==> src/rtl/chan_scan_mux.sv <==
// chan_scan_mux: N-channel W-bit mux with registered output
// and a round-robin auto-scan mode driven by a dwell counter.
module chan_scan_mux #(
  parameter int WIDTH    = 8,
  parameter int CHANNELS = 4,
  parameter int SEL_W    = 2,
  parameter int DWELL    = 16
) (
  input  logic                      clk,
  input  logic                      rst_n,
  input  logic [CHANNELS*WIDTH-1:0] I,
  input  logic [SEL_W-1:0]          Sel,
  input  logic                      mode,
  input  logic                      en,
  output logic [WIDTH-1:0]          OUT,
  output logic [SEL_W-1:0]          CH,
  output logic                      valid,
  output logic                      tick,
  output logic                      sel_err
);

  localparam int CNT_W =
    (DWELL > 1) ? $clog2(DWELL) : 1;

  localparam logic [SEL_W:0] NCH =
    (SEL_W+1)'(CHANNELS);
  localparam logic [SEL_W-1:0] LAST_CH =
    SEL_W'(CHANNELS - 1);
  localparam logic [CNT_W-1:0] LAST_CNT =
    CNT_W'(DWELL - 1);

  logic [WIDTH-1:0] out_q, out_d;
  logic [SEL_W-1:0] ch_q, ch_d;
  logic [CNT_W-1:0] cnt_q, cnt_d;
  logic             valid_q, valid_d;
  logic             tick_q, tick_d;
  logic             err_q, err_d;

  logic             sel_ok;
  logic             dwell_done;
  logic [SEL_W-1:0] ch_inc;

  assign sel_ok     = {1'b0, Sel} < NCH;
  assign dwell_done = cnt_q == LAST_CNT;
  assign ch_inc     = (ch_q == LAST_CH)
                    ? '0
                    : ch_q + SEL_W'(1);

  // Next channel, counter and status flags; hold when en=0
  always_comb begin
    ch_d    = ch_q;
    cnt_d   = cnt_q;
    valid_d = valid_q;
    err_d   = err_q;
    tick_d  = 1'b0;
    if (en) begin
      valid_d = 1'b1;
      unique case (1'b1)
        mode: begin
          err_d = 1'b0;
          if (dwell_done) begin
            cnt_d  = '0;
            ch_d   = ch_inc;
            tick_d = 1'b1;
          end else begin
            cnt_d = cnt_q + CNT_W'(1);
          end
        end
        !mode: begin
          cnt_d = '0;
          if (sel_ok) begin
            ch_d  = Sel;
            err_d = 1'b0;
          end else begin
            err_d = 1'b1;
          end
        end
        default: ;
      endcase
    end
  end

  // Output data follows the channel chosen on the same edge
  always_comb begin
    out_d = out_q;
    if (en) begin
      out_d = '0;
      for (int k = 0; k < CHANNELS; k++) begin
        if (ch_d == SEL_W'(k)) begin
          out_d = I[k*WIDTH +: WIDTH];
        end
      end
    end
  end

  // State registers, cleared asynchronously
  always_ff @(posedge clk or negedge rst_n) begin
    if (!rst_n) begin
      out_q   <= '0;
      ch_q    <= '0;
      cnt_q   <= '0;
      valid_q <= 1'b0;
      tick_q  <= 1'b0;
      err_q   <= 1'b0;
    end else begin
      out_q   <= out_d;
      ch_q    <= ch_d;
      cnt_q   <= cnt_d;
      valid_q <= valid_d;
      tick_q  <= tick_d;
      err_q   <= err_d;
    end
  end

  assign OUT     = out_q;
  assign CH      = ch_q;
  assign valid   = valid_q;
  assign tick    = tick_q;
  assign sel_err = err_q;

endmodule

==> config.mk <==
export PLATFORM = sky130hd
export DESIGN_NAME = chan_scan_mux
export DESIGN_NICKNAME = d
export VERILOG_FILES = /design/src/rtl/chan_scan_mux.sv
export SDC_FILE = /design/constraint.sdc
export NUM_CORES = 1
export LEC_CHECK = 0
export ABC_AREA = 1
export BUFFER_PORTS_ARGS = -buffer_cell sky130_fd_sc_hd__buf_2
export CAP_MARGIN = 20
export CELL_PAD_IN_SITES_DETAIL_PLACEMENT = 0
export CELL_PAD_IN_SITES_GLOBAL_PLACEMENT = 1
export CORE_MARGIN = 10
export CORE_UTILIZATION = 32
export DETAILED_ROUTE_END_ITERATION = 10
export PLACE_DENSITY_LB_ADDON = 0.1
export SETUP_SLACK_MARGIN = 0.02
export SYNTH_ARGS = -nofsm -noshare
export SYNTH_HDL_FRONTEND = slang
export SYNTH_SLANG_ARGS = --single-unit
==> constraint.sdc <==
create_clock -name clk -period 2 [get_ports clk]
set_clock_uncertainty 0.15 [all_clocks]
set_input_delay 0.3 -clock clk [delete_from_list [all_inputs] [get_ports clk]]
set_output_delay 0.3 -clock clk [all_outputs]
set_load 0.03 [all_outputs]
==> impl_metrics.toml <==
[timing]
fin_crit_ps = 1880
post-route-period-util = 0.941
hold_violations = 0
setup_viol = 0
drv_slew = 0
timing.setup.tns_ps = 0
max_freq_mhz = 531
rsz0062_at_grt = "yes"
fin_ws_ps = 117

[power]
sw_frac_of_total = 0.391
vdd_drop_max_v = 0.000325
seq_power_share = 0.379
p_clk_frac = 0.214
p_int_w = 0.000643
power_frac_comb = 0.407
power_switching_w = 0.000413
power.leakage_nw = 0.817
power_density_mw_per_mm2 = 692

[synthesis]
synth.area.top_cells = "dfrtp_1 36%, nand2_1 14%, nand3_1 8.7%, inv_1 5.5%, nand4_1 4.0%"
synth_seq_cells = 16
yosysTopAreaCellShare = 0.365
synth_top_cell_by_area = "dfrtp_1"
netlist_area_sq_mm = 0.00110
synthCells = 145
yosysWarnings = 0
avgSynthCellArea_sq_um = 7.57
post_synth_num_cell_types = 30
ys_seq_area_frac = 0.365
syn_nets = 185

[route]
dr.first_iter.drc_count = 87
postRouteAntennaNets = 0
via_per_inst = 4.61
totalWireLength_microns = 3530
drc = 0
wl_per_cell_microns = 14.2
firstDrtPassIters = 6
vias = 1149

[worst_setup_path]
reg2regPathDepth = 11
worstSetupPathType = "flop to flop"
startpoint_type = "flop"
worstPathArrival_ps = 1940
cp_slowest_stage_delay_ps = 410
path_max_fanout = 9
endpoint_kind = "flop"
crit_slowest_cell = "dfrtp_1"
cp_cell_sequence = "ha_1 -> inv_1 -> nand4_1 -> nand3_2 -> nand2_8 -> buf_12 -> buf_4 -> nand3_1 -> nand4_1 -> nand2_1 -> nand2_1"
crit_required_ps = 2050

[min_path]
worst_hold_path_type = "input port to flop"
hold-path-cell-count = 3

[floorplan]
initial_core_util = 0.329
die_x_microns = 78.6
core_sq_mm = 0.00334
rows = 21
io_pins = 51
dieArea_sq_mm = 0.00617
die_h_microns = 78.6

[placement]
io_buffer_count = 49
hpwlAfterDp_microns = 2730
place_ws_ps = 124
dp.cells = 239
place.gp.congestion = 0.791
place_area_sq_mm = 0.00139

[global_route]
grt_max_degree = 17
grt_usage = 0.112
grt_pass1_wl_microns = 5680
antenna_found_initial = 0
grt_pass1_vias = 1161
gr-total-overflow = 0

[final_layout]
stdcell_count = 249
layout_commonest_cell = "buf_2"
drive_above_1_share = 0.429
final_cell_mix = "49 x buf_2, 40 x nand2_1, 19 x nand3_1, 16 x dfrtp_1, 15 x inv_1"
nets = 244
utilization = 0.457
final_area_sq_mm = 0.00153
multiInputGateArea_sq_um = 626
area_growth_pct = 39.1
seqCellArea_sq_um = 400
antenna_cells = 0
n_fill_cell = 355

[clocking]
cts_max_level = 1
clkTransAtPathRegs_ps = 110
cts_tree = "built"
cts_root_buf = "clkbuf_4"
cts.sinks = 16
cts_buffers = 3
insertion_delay_ps = 300
cts_max_path_buffers = 2

[status]
outcome = "complete, no violations"

[run]
maxCapViolCount = 0
[worst max-delay path, delay by kind of cell, from the launching register on]
kind / cells / cell delay [ps]
fa+ha+maj: 1 / 290
buf+inv: 3 / 340
flops: 1 / 410
simple gates: 7 / 600
[registers in the layout (all words and copies together), names as in the netlist]
name	cells
OUT	8
cnt_q	4
CH	2
tick	1
valid	1
[per-stage QoR]
step | hold WS (ps) | total power, W
after floorplan | -146 | 0.000666
after global placement | 102 | 0.000791
after detailed placement | 105 | 0.000792
after CTS | 104 | 0.00103
after global routing | 101 | 0.00114
final | 118 | 0.00106
[final timing paths]
path / start / end / slack, ps
setup reg to reg: CH[0] / OUT[4] / 120
hold / removal: mode / tick / 120
hold reg to reg: valid / valid / 320
setup / recovery: CH[0] / OUT[4] / 120
min in group asynchronous: rst_n / CH[1] / 300
max in group asynchronous: rst_n / CH[0] / 1110
[power groups by stage]
| stage | Combinational [W] | Sequential [W] | Clock [W] |
|---|---|---|---|
| 5_1_grt | 0.000482 | 0.000407 | 0.000249 |
| 2_1_floorplan | 0.000189 | 0.000477 | 0 |
| 4_1_cts | 0.000389 | 0.000400 | 0.000238 |
| 3_5_place_dp | 0.000387 | 0.000405 | 0 |
| 6_report | 0.000429 | 0.000401 | 0.000226 |
| 3_3_place_gp | 0.000386 | 0.000404 | 0 |
[routing by layer]
| metal | wire length [microns] | vias up | GRT usage |
|---|---|---|---|
| li1 | - | 589 | - |
| met1 | 1470 | 520 | 0.130 |
| met2 | 1750 | 38 | 0.186 |
| met3 | 283 | 2 | 0.0524 |
| met4 | 22 | 0 | 0.0215 |
| met5 | 0 | - | 0 |
[cells by family after synthesis]
group / Yosys count / synth area share
AND/OR/NAND/NOR: 86 / 0.405
buffers and inverters: 24 / 0.109
AO/OA/AOI/OAI: 16 / 0.0946
flip-flops: 16 / 0.365
adder cells (fa/ha/maj): 2 / 0.0228
other: 1 / 0.00342
[layout make-up]
type                    count  share of cell area
repair buffers             59               0.220
inverters                  18              0.0467
multi-input cells         106               0.410
flip-flops and latches     16               0.262
clock buffers               4              0.0238
well taps                  46              0.0377
[cell usage after synthesis, drive strengths merged]
library cell  instances
a21oi                 3
a22o                  1
buf                   4
clkbuf                2
conb                  1
dfrtp                16
ha                    2
inv                  18
nand2                46
nand3                22
nand3b                1
nand4                 7
nor2                  7
o21ai                11
o22ai                 1
or2                   3
[repair_timing]
action,CTS,global route
gates resized for setup,0,10
hold buffers,1,0
setup buffers,0,4
hold endpoints to repair,16,0
endpoints found under the setup margin,0,8
No activity file was read; power rests on OpenSTA's default activity.
